### src/rtl/nonce_scheduler.sv
// Nonce scheduler: hands out nonces 0..count-1 to a pool of hash workers,
// collects their results round-robin and writes each result to
// output_addr + nonce. All outputs are registered.
module nonce_scheduler #(
  parameter int NUM_WORKERS = 4,
  parameter int NONCE_W     = 6
) (
  input  logic                      clk,
  input  logic                      reset,
  input  logic                      start,
  input  logic [NONCE_W-1:0]        nonce_count,
  input  logic [15:0]               output_addr,
  output logic                      busy,
  output logic                      done,
  output logic [NUM_WORKERS-1:0]    wk_start,
  output logic [31:0]               wk_nonce,
  input  logic [NUM_WORKERS-1:0]    wk_done,
  input  logic [32*NUM_WORKERS-1:0] wk_result,
  output logic [NUM_WORKERS-1:0]    wk_ack,
  output logic                      mem_we,
  output logic [15:0]               mem_addr,
  output logic [31:0]               mem_write_data
);

  localparam int          IW = (NUM_WORKERS > 1) ? $clog2(NUM_WORKERS) : 1;
  localparam int unsigned NW = NUM_WORKERS;

  localparam logic [1:0] S_IDLE = 2'd0;
  localparam logic [1:0] S_RUN  = 2'd1;
  localparam logic [1:0] S_FIN  = 2'd2;

  // Control state
  logic [1:0]             r_state;
  logic [NONCE_W-1:0]     r_count;
  logic [15:0]            r_base;
  logic [NONCE_W-1:0]     r_next;
  logic [NONCE_W-1:0]     r_written;
  logic [NUM_WORKERS-1:0] r_busyf;
  logic [IW-1:0]          r_rr;
  logic [NONCE_W-1:0]     r_tag [NUM_WORKERS];

  // Registered outputs
  logic                   r_busy;
  logic                   r_done;
  logic [NUM_WORKERS-1:0] r_wk_start;
  logic [31:0]            r_wk_nonce;
  logic [NUM_WORKERS-1:0] r_wk_ack;
  logic                   r_mem_we;
  logic [15:0]            r_mem_addr;
  logic [31:0]            r_mem_wdata;

  // Combinational decisions
  logic [31:0]            w_res [NUM_WORKERS];
  logic [NUM_WORKERS-1:0] w_cand;
  logic                   w_hi_found;
  logic [IW-1:0]          w_hi_idx;
  logic                   w_lo_found;
  logic [IW-1:0]          w_lo_idx;
  logic                   w_gnt_valid;
  logic [IW-1:0]          w_gnt_idx;
  logic [IW-1:0]          w_rr_nxt;
  logic                   w_free_found;
  logic [IW-1:0]          w_d_idx;
  logic                   w_disp;
  logic [NUM_WORKERS-1:0] w_busy_nxt;

  assign busy           = r_busy;
  assign done           = r_done;
  assign wk_start       = r_wk_start;
  assign wk_nonce       = r_wk_nonce;
  assign wk_ack         = r_wk_ack;
  assign mem_we         = r_mem_we;
  assign mem_addr       = r_mem_addr;
  assign mem_write_data = r_mem_wdata;

  for (genvar g = 0; g < NUM_WORKERS; g++) begin : g_res
    assign w_res[g] = wk_result[32*g +: 32];
  end

  // Round-robin grant: a worker currently being acknowledged is not a
  // candidate, so a held wk_done is never collected twice. The rotating
  // search is split into "first candidate at or above rr" and "first
  // candidate overall" so every bit select stays constant.
  always_comb begin
    w_cand     = wk_done & r_busyf & ~r_wk_ack;
    w_hi_found = 1'b0;
    w_hi_idx   = '0;
    w_lo_found = 1'b0;
    w_lo_idx   = '0;
    for (int unsigned i = 0; i < NW; i++) begin
      if (!w_hi_found && w_cand[i] && (IW'(i) >= r_rr)) begin
        w_hi_found = 1'b1;
        w_hi_idx   = IW'(i);
      end
      if (!w_lo_found && w_cand[i]) begin
        w_lo_found = 1'b1;
        w_lo_idx   = IW'(i);
      end
    end
    w_gnt_valid = (r_state == S_RUN) && w_lo_found;
    w_gnt_idx   = w_hi_found ? w_hi_idx : w_lo_idx;
    w_rr_nxt    = (w_gnt_idx == IW'(NUM_WORKERS - 1)) ? '0 : w_gnt_idx + IW'(1);
  end

  // Dispatch: lowest-index idle worker while nonces remain. Busy flags drop
  // on the edge that ends the ack cycle, so redispatch comes strictly later.
  always_comb begin
    w_free_found = 1'b0;
    w_d_idx      = '0;
    for (int unsigned i = 0; i < NW; i++) begin
      if (!w_free_found && !r_busyf[i]) begin
        w_free_found = 1'b1;
        w_d_idx      = IW'(i);
      end
    end
    w_disp     = (r_state == S_RUN) && w_free_found && (r_next < r_count);
    w_busy_nxt = r_busyf & ~r_wk_ack;
    if (w_disp) begin
      w_busy_nxt[w_d_idx] = 1'b1;
    end
  end

  // Nonce tag per worker; always written before it can be read back.
  always_ff @(posedge clk) begin
    if (r_state == S_IDLE && start && nonce_count != '0) begin
      r_tag[0] <= '0;
    end else if (w_disp) begin
      r_tag[w_d_idx] <= r_next;
    end
  end

  // Job FSM, dispatch/collection bookkeeping and registered outputs.
  // Accepting a non-empty job also dispatches nonce 0 to worker 0 on the
  // same edge so the first launch follows start without a bubble.
  always_ff @(posedge clk or posedge reset) begin
    if (reset) begin
      r_state     <= S_IDLE;
      r_count     <= '0;
      r_base      <= '0;
      r_next      <= '0;
      r_written   <= '0;
      r_busyf     <= '0;
      r_rr        <= '0;
      r_busy      <= 1'b0;
      r_done      <= 1'b0;
      r_wk_start  <= '0;
      r_wk_nonce  <= '0;
      r_wk_ack    <= '0;
      r_mem_we    <= 1'b0;
      r_mem_addr  <= '0;
      r_mem_wdata <= '0;
    end else begin
      r_wk_start <= '0;
      r_wk_ack   <= '0;
      r_mem_we   <= 1'b0;
      r_done     <= 1'b0;
      r_busyf    <= w_busy_nxt;

      case (r_state)
        S_IDLE: begin
          r_busy <= 1'b0;
          if (start) begin
            r_count   <= nonce_count;
            r_base    <= output_addr;
            r_written <= '0;
            r_busy    <= 1'b1;
            if (nonce_count == '0) begin
              r_next  <= '0;
              r_busyf <= '0;
              r_state <= S_FIN;
            end else begin
              r_next     <= NONCE_W'(1);
              r_busyf    <= NUM_WORKERS'(1);
              r_wk_start <= NUM_WORKERS'(1);
              r_wk_nonce <= '0;
              r_state    <= S_RUN;
            end
          end
        end

        S_RUN: begin
          r_busy <= 1'b1;
          if (w_disp) begin
            r_wk_start[w_d_idx] <= 1'b1;
            r_wk_nonce          <= 32'(r_next);
            r_next              <= r_next + NONCE_W'(1);
          end
          if (w_gnt_valid) begin
            r_mem_we            <= 1'b1;
            r_mem_addr          <= r_base + 16'(r_tag[w_gnt_idx]);
            r_mem_wdata         <= w_res[w_gnt_idx];
            r_wk_ack[w_gnt_idx] <= 1'b1;
            r_rr                <= w_rr_nxt;
            r_written           <= r_written + NONCE_W'(1);
          end
          if (r_written == r_count) begin
            r_state <= S_FIN;
          end
        end

        S_FIN: begin
          r_done  <= 1'b1;
          r_busy  <= 1'b0;
          r_state <= S_IDLE;
        end

        default: begin
          r_busy  <= 1'b0;
          r_state <= S_IDLE;
        end
      endcase
    end
  end

endmodule

### config.mk
export PLATFORM = sky130hd
export DESIGN_NAME = nonce_scheduler
export DESIGN_NICKNAME = d
export VERILOG_FILES = /design/src/rtl/nonce_scheduler.sv
export SDC_FILE = /design/constraint.sdc
export NUM_CORES = 1
export LEC_CHECK = 0
export ABC_AREA = 0
export CORE_ASPECT_RATIO = 1.4
export CORE_MARGIN = 1.5
export CORE_UTILIZATION = 49
export DETAILED_ROUTE_END_ITERATION = 16
export PLACE_DENSITY = 0.87
export SYNTH_ARGS = -nofsm -noshare
export SYNTH_HDL_FRONTEND = slang
export SYNTH_SLANG_ARGS = --single-unit
### constraint.sdc
create_clock -name clk -period 6.7 [get_ports clk]
set_input_delay 1.675 -clock clk [delete_from_list [all_inputs] [get_ports clk]]
set_output_delay 1.675 -clock clk [all_outputs]
set_load 0.05 [all_outputs]
Word-level counts from Yosys, hierarchy flattened
Memories as Yosys holds them, arrays and structs flattened.
Cells that the tools add are included.
{"block": "word_totals", "ff_bits": 133, "mem_count": 1, "ram_bits": 24, "in_bits": 157}
{"block": "op_classes", "n_bitwise": 6, "order_cmp": 10, "n_reduce_logical": 42, "eq_ne": 9, "n_mux": 67, "n_addsub": 4}
{"name": "r_tag", "depth": 4, "word_bits": 6, "read_ports": 1, "rd_clocked_by_memory_dff": 0, "wr": 1, "line_no": "40", "text": "logic [NONCE_W-1:0] r_tag [NUM_WORKERS];"}
{"cell": "$mux W32", "count": 5}
{"cell": "$bmux W32 S2", "count": 1}
{"cell": "$pmux W32 S2", "count": 1}
{"cell": "$mux W1", "count": 30}
{"cell": "$mux W6", "count": 5}
{"cell": "$mux W2", "count": 12}
{"cell": "$mux W4", "count": 6}
{"cell": "$pmux W6 S2", "count": 2}
{"cell": "$logic_and A1 B1 Y1", "count": 20}
{"cell": "$add A16 B6 Y16", "count": 1}
{"cell": "$add A6 B1 Y6 const B", "count": 2}
{"cell": "$and A4 B4 Y4", "count": 3}
{"cell": "$logic_not A1 Y1", "count": 11}
{"cell": "$ne A2 B2 Y1 const B", "count": 4}
{"cell": "$pmux W4 S2", "count": 1}
{"cell": "$eq A6 B6 Y1", "count": 1}
{"cell": "$logic_not A6 Y1", "count": 1}
{"cell": "$lt A2 B3 Y1 const B", "count": 2}
{"cell": "$lt A6 B6 Y1", "count": 1}
{"cell": "$reduce_and A2 Y1", "count": 3}
{"cell": "$reduce_and A3 Y1", "count": 2}
{"cell": "$reduce_bool A6 Y1", "count": 1}
{"cell": "$reduce_or A6 Y1", "count": 1}
{"cell": "$demux W1 S2", "count": 2}
{"cell": "other kinds (16)", "count": 20}

Depth between registers and ports, before layout
{"block": "depth", "depth_word": 23, "depth_mapped": 16, "ltp_nobuf": 14}

Worst setup path after synthesis
OpenSTA, ideal clock, no wires.
{"block": "synth_path", "path_type": "input to register", "from": "input wk_done[3]", "to": "register r_mem_addr[14] (netlist: mem_addr[14])", "required_ns": 6.569, "setup_time_ns": 0.131, "path_buffers": 1, "path_stages": 15, "t_arrival_ns": 4.470, "path_slack_ns": 2.100, "cell_sequence": "and3b_1 > o21ai_1 > o31ai_2 > o21ai_4 > buf_4 > mux2i_1 > mux2i_1 > ha_1 > fa_1 > a21o_1 > a21o_1 > a211oi_1 > nor3_1 > xnor2_1 > o21ai_1"}
{"block": "synth_via", "elab_chain_cells": 8}
{"item": "from (decl)", "line_no": "17", "text": "input logic [NUM_WORKERS-1:0] wk_done,"}
{"item": "$and A4 B4 Y4 (*) (2 in series)", "line_no": "85", "text": "w_cand = wk_done & r_busyf & ~r_wk_ack;"}
{"item": "$logic_and A1 B1 Y1 (2 in series)", "line_no": "91", "text": "if (!w_hi_found && w_cand[i] && (IW'(i) >= r_rr)) begin"}
{"item": "$mux W2 or $mux W1 (tied branches)", "line_no": "91"}
{"item": "$mux W2", "line_no": "101", "text": "w_gnt_idx = w_hi_found ? w_hi_idx : w_lo_idx;"}
{"item": "$mem_v2 Z4 W6"}
{"item": "$add A16 B6 Y16", "line_no": "190", "text": "r_mem_addr <= r_base + 16'(r_tag[w_gnt_idx]);"}
{"item": "to (signal assigned)", "line_no": "190"}
{"item": "to (decl)", "line_no": "49", "text": "logic [15:0] r_mem_addr;"}
Mark *: on every way between the ends. The rest lies on a longest branch, timed or not.
A chain may end at the register's enable or synchronous reset.

Worst setup path in the final report
{"block": "layout_path", "from": "input wk_done[3]", "to": "register r_mem_addr[10] (netlist: mem_addr[10])"}
The elaborated chain is that of the path after synthesis.

==> results_dict.tcl <==
set metrics [dict create \
    outcome "finished, final reports clean" \
    fin_crit_ns 5.10 \
    final_core_util_pct 70.2 \
    fin_tns_setup_ns 0 \
    cts_tree "done" \
    yosys_warnings 0 \
    top_layer "met5" \
    synth_cell_types 56 \
    grtUsageTotal_pct 25.3 \
    worstSetupStartpointType "input port" \
    place.gp.congestion 0.876 \
    p_leak_uw 0.00459 \
    wl_per_cell_um 17.6 \
    insertion_delay_ns 0.42 \
    yosys_register_bits 131 \
    hold_buffers 0 \
    worstReg2RegStart "r_busyf[0]" \
    cts.clk_slew.worst_paths_ns 0.06 \
    start_util_pct 49.9 \
    synth_edf_count 24 \
    fin_crit_sh_pct 76.1 \
    path_cells "clkdlybuf4s50_1, and3b_1, o21ai_1, o31ai_2, o21ai_4, mux2i_1, mux2i_1, ha_1, fa_1, a21o_1, a21o_1, a211oi_1, nor3b_1, xnor2_1, o21ai_1" \
    clock.fmax_mhz 196 \
    async_flop_share_pct 81.7 \
    p_per_area_nw_per_um2 498 \
    wl_um 18600 \
    area_growth_pct 40.8 \
    via_per_inst 5.26 \
    die_h_um 143 \
    p_total_uw 4840 \
    yosysSeqAreaShare_pct 49.2 \
    grt_pass1_wl_um 27900 \
    end_kind "flop" \
    crit_fanout 16 \
    htreeDepth 4 \
    ys_top_cells_by_count "132 x nand2_1, 107 x dfrtp_1, 83 x mux2i_1, 33 x buf_4, 24 x edfxtp_1" \
    syn-cell-area_um2 6900 \
    cap_violations 0 \
    wl_met2_um 9730 \
    cpMaxStageDelayCell "o21ai_4" \
    cts_sinks 131 \
    setup_viol 0 \
    grt_pass1_vias 5481 \
    grt_overflow 0 \
    root_buffer "clkbuf_16" \
    grt_start_max_net_pins 80 \
    place_area_um2 9120 \
    syn_area_per_cell_um2 10.8 \
    drive_gt1_share_pct 7.36 \
    crit_cells 15 \
    path_buf_inv 1 \
    max_stage_delay_ns 0.49 \
    cts_buffer_depth 2 \
    cp-endpoint "mem_addr[10]" \
    drtPass1Iterations 5 \
    cts_resized 0 \
    vias 5567 \
    postLayoutCellArea_um2 9720 \
    rsz0062_at_grt "false" \
    num_rows 51 \
    worstPathArrival_ns 5.37 \
    skew_ns 0.0118 \
    slew_viol_final 0 \
    ir_worst_vdd_v 0.000323 \
    drc 0 \
    crit_required_ns 6.97 \
    drt_iter0_markers 234 \
    tightest_slew_ns 1.03 \
    ff2ff_setup_slack_ns 2.81 \
    io_buffers 221 \
    path_class "in2reg" \
    cts_setup_buffers 0 \
    slew_headroom_pct 31.0 \
    reg2reg_depth 13 \
    io_pins 248 \
    netlist_instances 641 \
    antenna_found_initial 6 \
    hpwl_um 14100 \
    ant_nets 0 \
    cts-buffers-inserted 17 \
    yosys.area.top_type "dfrtp_1" \
    cp_top_family "compound AO/OA/AOI/OAI gates" \
    ys_top_cells_by_area "dfrtp_1 39%, mux2i_1 12%, edfxtp_1 10%, nand2_1 7.2%, buf_4 3.6%" \
    synth_top_area_share_pct 38.8 \
    dieArea_um2 14800 \
    pre_cts_ws_ns 1.23 \
    rr_endpoint "mem_addr[10]" \
    wl_met1_um 6770 \
    hold_class "reg2reg" \
    wl_met3_um 1700 \
    fin_ws_ns 1.60 \
    hold_violations 0 \
    nets 1032 \
    synth_most_common_cell "nand2_1" \
    startpoint "wk_done[3]" \
    fp.coreArea_um2 13800 \
    die_width_um 103 \
    ys.flop_type "dfrtp_1" \
]
## cell families after synthesis
group	Yosys count	share of synthesized area, %
simple gates	209	13.7
flops	131	49.2
compound gates	105	12.0
mux	83	12.0
buf+inv	70	6.54
xor+xnor	24	3.05
fa+ha+maj	18	3.37
other cells	1	0.0543
## metal layers
| metal | GRT usage (%) | vias to the layer above |
|---|---|---|
| li1 | - | 2658 |
| met1 | 27.0 | 2664 |
| met2 | 45.5 | 208 |
| met3 | 8.46 | 31 |
| met4 | 9.74 | 6 |
| met5 | 0 | - |
## worst register-to-register path, delay by kind of cell, from the launching register on
family | cells | cell delay, ns
xor+xnor | 1 | 0.18
compound gates | 5 | 1.47
fa+ha+maj | 2 | 0.65
mux | 2 | 0.40
simple gates | 3 | 0.55
flops | 1 | 0.51
## placed cells by master (no fill, tap or decap), types with 3 or more instances in the layout
| cell type | n |
|---|---|
| a21o_1 | 10 |
| clkdlybuf4s50_1 | 221 |
| and2_1 | 7 |
| and3_1 | 9 |
| edfxtp_1 | 24 |
| a211oi_1 | 3 |
| o21ai_1 | 12 |
| ha_1 | 17 |
| o21a_1 | 4 |
| nand3_1 | 5 |
| inv_2 | 3 |
| xor2_1 | 12 |
| inv_1 | 10 |
| nand2b_1 | 4 |
| clkinv_4 | 6 |
| a21oi_1 | 12 |
| nand2_1 | 132 |
| nand4_1 | 4 |
| dfrtp_1 | 107 |
| clkbuf_16 | 17 |
| o221ai_2 | 12 |
| xnor2_1 | 12 |
| conb_1 | 26 |
| buf_4 | 6 |
| nor2_1 | 18 |
| nor2b_1 | 5 |
| nor3b_1 | 5 |
| inv_6 | 6 |
| mux2i_1 | 83 |
| o21ai_0 | 18 |
| nor3_1 | 5 |
| o221ai_1 | 20 |
| diode_2 | 3 |
## metrics by stage
stage               std cells  hold WS [ns]
floorplan                 666         0.452
global placement         1023         0.460
detailed placement       1023         0.466
CTS                      1055         0.480
global route             1056         0.495
finish                   1058         0.474
## power breakdown
group / internal, uW / leakage [uW] / switching (uW) / total [uW]
sequential: 1170 / 0.00158 / 223 / 1390
combinational: 936 / 0.00271 / 1590 / 2530
clock: 557 / 0.000294 / 367 / 924
total: 2660 / 0.00459 / 2180 / 4840
## state kept, by name, indices dropped and copies added (netlist names), 6 cells and up
signal / count
mem_write_data: 32
r_tag: 24
mem_addr: 16
r_base: 16
r_count: 6
r_next: 6
r_written: 6
wk_nonce: 6
## area by class of cell
type,count,area (um2)
antenna,3,7.51
clock buffer,17,425
clock inverter,15,170
fill,1042,4130
inverter,15,61.3
multi-input combinational,465,3170
sequential,131,3400
tap,185,231
timing repair buffer,227,2260
## worst min-delay path by stage
stage | endpoint | startpoint | depth (start not counted)
after global placement | mem_addr[1] | mem_addr[1] | 2
after detailed placement | wk_nonce[5] | wk_nonce[5] | 1
final | mem_addr[8] | mem_addr[8] | 2
after global routing | wk_nonce[2] | wk_nonce[2] | 1
after floorplan | r_base[0] | r_base[0] | 2
after CTS | wk_nonce[5] | wk_nonce[5] | 1
(Power assumes the default switching activity.)
